--- src/rtl/cond_unit.sv ---
// cond_unit: NZCV flag register, condition evaluation and gating of PC/register/memory write enables.
module cond_unit #(
  parameter logic [3:0] FLAGS_RST = 4'b0000
) (
  input  logic       clk,
  input  logic       reset,
  input  logic [3:0] Cond,
  input  logic [3:0] ALUFlags,
  input  logic [1:0] FlagW,
  input  logic       PCS,
  input  logic       NextPC,
  input  logic       RegW,
  input  logic       MemW,
  output logic       PCWrite,
  output logic       RegWrite,
  output logic       MemWrite,
  output logic [3:0] Flags,
  output logic       CondEx
);
  logic       cond_ex_delayed;
  logic [1:0] flag_write;
  logic       n, z, c, v;
  assign {n, z, c, v} = Flags;
  always_comb begin
    case (Cond)
      4'b0000: CondEx = z;
      4'b0001: CondEx = ~z;
      4'b0010: CondEx = c;
      4'b0011: CondEx = ~c;
      4'b0100: CondEx = n;
      4'b0101: CondEx = ~n;
      4'b0110: CondEx = v;
      4'b0111: CondEx = ~v;
      4'b1000: CondEx = c & ~z;
      4'b1001: CondEx = ~c | z;
      4'b1010: CondEx = n == v;
      4'b1011: CondEx = n != v;
      4'b1100: CondEx = ~z & (n == v);
      4'b1101: CondEx = z | (n != v);
      4'b1110: CondEx = 1'b1;
      default: CondEx = 1'b0;
    endcase
  end
  // The undelayed result gates flag writes, so a flag-setting instruction tests the old flags.
  assign flag_write = FlagW & {2{CondEx}};
  always_ff @(posedge clk) begin
    if (reset) begin
      Flags           <= FLAGS_RST;
      cond_ex_delayed <= 1'b0;
    end else begin
      if (flag_write[1]) Flags[3:2] <= ALUFlags[3:2];
      if (flag_write[0]) Flags[1:0] <= ALUFlags[1:0];
      cond_ex_delayed <= CondEx;
    end
  end
  assign RegWrite = ~reset & RegW & cond_ex_delayed;
  assign MemWrite = ~reset & MemW & cond_ex_delayed;
  assign PCWrite  = ~reset & ((PCS & cond_ex_delayed) | NextPC);
endmodule

--- config.mk ---
export PLATFORM = sky130hd
export DESIGN_NAME = cond_unit
export DESIGN_NICKNAME = d
export VERILOG_FILES = /design/src/rtl/cond_unit.sv
export SDC_FILE = /design/constraint.sdc
export NUM_CORES = 1
export LEC_CHECK = 0
export ABC_AREA = 1
export BUFFER_PORTS_ARGS = -buffer_cell sky130_fd_sc_hd__buf_2
export CAP_MARGIN = 20
export CORE_UTILIZATION = 30
export CTS_CLUSTER_DIAMETER = 120
export CTS_CLUSTER_SIZE = 16
export DETAILED_ROUTE_END_ITERATION = 8
export PLACE_DENSITY = 0.61
export SETUP_SLACK_MARGIN = 0.5
export SYNTH_ARGS = -nofsm -noshare
export SYNTH_HDL_FRONTEND = slang
export SYNTH_SLANG_ARGS = --single-unit
--- constraint.sdc ---
create_clock -name clk -period 1.1 [get_ports clk]
set_input_delay 0.22 -clock clk [delete_from_list [all_inputs] [get_ports clk]]
set_output_delay 0.22 -clock clk [all_outputs]
set_load 0.1 [all_outputs]
==> flow_summary_export.csv <==
group,metric,value,unit
status,status,"finished with violations",
status,violations,"setup timing",
final_layout,drive_above_1_share,0.560,
min_path,hold_class,"primary input to flip-flop",
route,wire_per_inst,10.8,um
flow_run,cap_violations,0,
timing,fin_ws,-0.439,ns
die,die_x,41.8,um
route,viasPerCell,4.84,
timing,tightest_slew,0.234,ns
critical_path,crit_arrival,1.32,ns
min_path,hold_start,"FlagW[0]",
critical_path,cp_common_cell,"nand2_1",
timing,fin_setup_tns,-2.63,ns
clocking,cts-buffers-inserted,3,
critical_path,worstSetupPathType,"flip-flop to output pin",
grt,grt_pass1_wl,2550,um
route,routed.top_layer,"met4",
final_layout,syn_to_final_growth,109,%
place,post-dp-hpwl,1050,um
synth,synth_cell_types,15,
route,routed_wl,1510,um
grt,antenna_found_initial,0,
timing,skew,0.00422,ns
grt,grt_max_degree,10,
synth,synth_common_cells,"nand2_1, inv_1, nand3_1",
clocking,clk-insertion-delay-late,0.24,ns
clocking,clock-sinks,5,
grt,grt_pass1_vias,641,
synth,synth_nets,103,
critical_path,timing.rr.start,"Flags[3]",
die,ioPinCount,24,
min_path,min_path_cells,3,
place,io_buffers,23,
synth,synth_warnings,0,
timing,fin_crit,1.54,ns
route,first_iter_violations,18,
clocking,ctsHtreeMaxLevel,1,
pwr,ir_drop,924,uV
route,dr_wl_met3,62,um
critical_path,r2r-end,"Flags[0]",
critical_path,required,0.88,ns
synth,synth_top_cell_area_share,0.211,
pwr,p_leak,0.505,nW
final_layout,diodes,0,
die,die-height,41.8,um
synth,synth.cell_area,474,um2
timing,relSlewSlack,0.843,
place,gp_congestion,0.760,
synth,async_flop_share,0,
critical_path,path_delay_family,"simple AND/OR/NAND/NOR gates",
synth,synth-main-ff-cell,"dfxtp_1",
critical_path,crit_path_start_kind,"flip-flop",
timing,final-hold-violation-count,0,
critical_path,crit_path_cell_trace,"inv_4 > nand2_4 > nand3_1 > nand2_1 > nand2_1 > nand2_1 > inv_1 > nand3_4 > buf_12",
die,die-area,1740,um2
pwr,powerDensity,1360,nW/um2
synth,synth_most_common_cell,"nand2_1",
final_layout,nets,142,
synth,synthTopCellsByArea,"dfxtp_1, nand2_1, nand3_1",
synth,yosysSeqAreaShare,0.211,
timing,min_period_over_period,1.40,
critical_path,reg2regPathDepth,12,
clocking,cts_tree,"done",
critical_path,regToRegSetupSlack,-0.37,ns
critical_path,max_stage_delay,0.38,ns
clocking,clk_pin_slew_worst_paths,0.04,ns
route,drc_errors,0,
synth,synth-edff-count,0,
timing,fmax,650,MHz
die,coreArea,1380,um2
timing,final_max_slew_viol_count,0,
grt,grt_usage,0.184,
route,wl_met1,635,um
clocking,clk_path_buf_depth,2,
pwr,finalPower,1.35,mW
synth,synth_area_leader_cell,"dfxtp_1",
timing,rsz0062_at_grt,"true",
final_layout,finalNonFillerCells,140,
route,routed-wl-met2,801,um
route,vias,678,
final_layout,nFillCells,105,
place,dp_slack,-0.315,ns
timing,finalSetupViolCount,11,
critical_path,crit_fanout,4,
synth,avgSynthCellArea,5.45,um2
die,rows,13,
route,ant_nets,0,
critical_path,slowest_stage,"dfxtp_4",
place,place_inst,131,
synth,netlist_instances,87,
route,dr.pass1.iters,4,
critical_path,crit_buf_inv,3,
die,start_util,0.343,
clocking,cts_root_buf,"clkbuf_4",
grt,grt.overflow.total,0,
synth,synth-seq-cells,5,
critical_path,endpoint_kind,"output pin",
min_path,hold_end,"Flags[1]",
-- worst register-to-register path: stages, from the launching register on --
cell	delay, ns
dfxtp_4	0.36
inv_4	0.07
nand2_4	0.05
nand3_1	0.09
nand2_1	0.06
nand2_1	0.05
nand2_1	0.04
inv_1	0.08
nand3_4	0.09
buf_4	0.15
buf_8	0.13
a21oi_1	0.12
nor2_1	0.05
-- timing repair --
item                       CTS  global route
setup buffers                3             2
hold buffers                 0             0
pin swaps                    7             8
setup endpoints to repair   13            13
resized for setup           12            11
-- cell usage in the layout, fill, tap and decap left out --
| cell | Yosys | routed |
|---|---|---|
| a21oi_2 | 1 | 3 |
| clkinv_1 | 1 | 1 |
| nand2_1 | 25 | 19 |
| clkinvlp_4 | 0 | 1 |
| inv_1 | 14 | 12 |
| nand2_4 | 0 | 4 |
| inv_4 | 0 | 2 |
| buf_2 | 1 | 15 |
| nor2_1 | 13 | 10 |
| nand3b_1 | 1 | 1 |
| buf_6 | 0 | 4 |
| nand3_4 | 1 | 1 |
| nor2_4 | 1 | 4 |
| dfxtp_4 | 0 | 5 |
| nand3_2 | 1 | 6 |
| buf_4 | 0 | 7 |
| clkbuf_4 | 0 | 3 |
| a21oi_1 | 5 | 2 |
| buf_12 | 0 | 8 |
| nand2_2 | 2 | 4 |
| buf_8 | 0 | 1 |
| clkbuf_1 | 0 | 1 |
| nand3_1 | 14 | 9 |
| a21oi_4 | 0 | 1 |
| inv_2 | 2 | 1 |
-- area by class of cell --
cell class,count,area (um2),share of cell area
Multi-Input combinational cell,64,407,0.410
Timing Repair Buffer,35,348,0.351
Sequential cell,5,119,0.120
Inverter,17,72.6,0.0732
Clock buffer,4,26.3,0.0265
Tap cell,15,18.8,0.0189
-- stage by stage --
step | util | cell area [um2] | hold slack (ns)
4_1_cts | 0.673 | 931 | 0.265
3_5_place_dp | 0.603 | 833 | 0.519
2_1_floorplan | - | 532 | 0.345
3_3_place_gp | 0.603 | 833 | 0.517
6_report | 0.717 | 991 | 0.286
5_1_grt | 0.717 | 991 | 0.315
-- state kept, by name (all words and copies together), names as in the netlist --
register / flops
Flags: 4
cond_ex_delayed: 1
-- power by group --
group	internal (mW)	switching [mW]	total [mW]
clock	0.137	0.0736	0.211
sequential	0.216	0.0430	0.259
combinational	0.360	0.517	0.877
-- worst max path at each step --
stage	from	end	slack, ns	depth (start not counted)
2_1_floorplan	Flags[3]	Flags[0]	-0.61	9
3_5_place_dp	Cond[2]	CondEx	-0.32	10
5_1_grt	Flags[3]	CondEx	-0.51	9
6_report	Flags[3]	CondEx	-0.44	9
3_3_place_gp	Cond[2]	CondEx	-0.30	10
4_1_cts	Flags[3]	CondEx	-0.44	8
-- layer usage --
metal | track usage | vias to the layer above
li1 | - | 345
met1 | 0.204 | 311
met2 | 0.344 | 20
met3 | 0.0261 | 2
met4 | 0.0774 | 0
met5 | 0 | -
-- logic make-up (layout without fill, tap and decap cells) --
logic type | count (synthesis) | count (layout) | share of synthesized area
and+or+nand+nor | 58 | 58 | 0.573
DFF | 5 | 5 | 0.211
AOI/OAI and AO/OA | 6 | 6 | 0.0712
buffers and inverters | 18 | 56 | 0.145
Note: power is estimated with default switching activity, not from simulation.
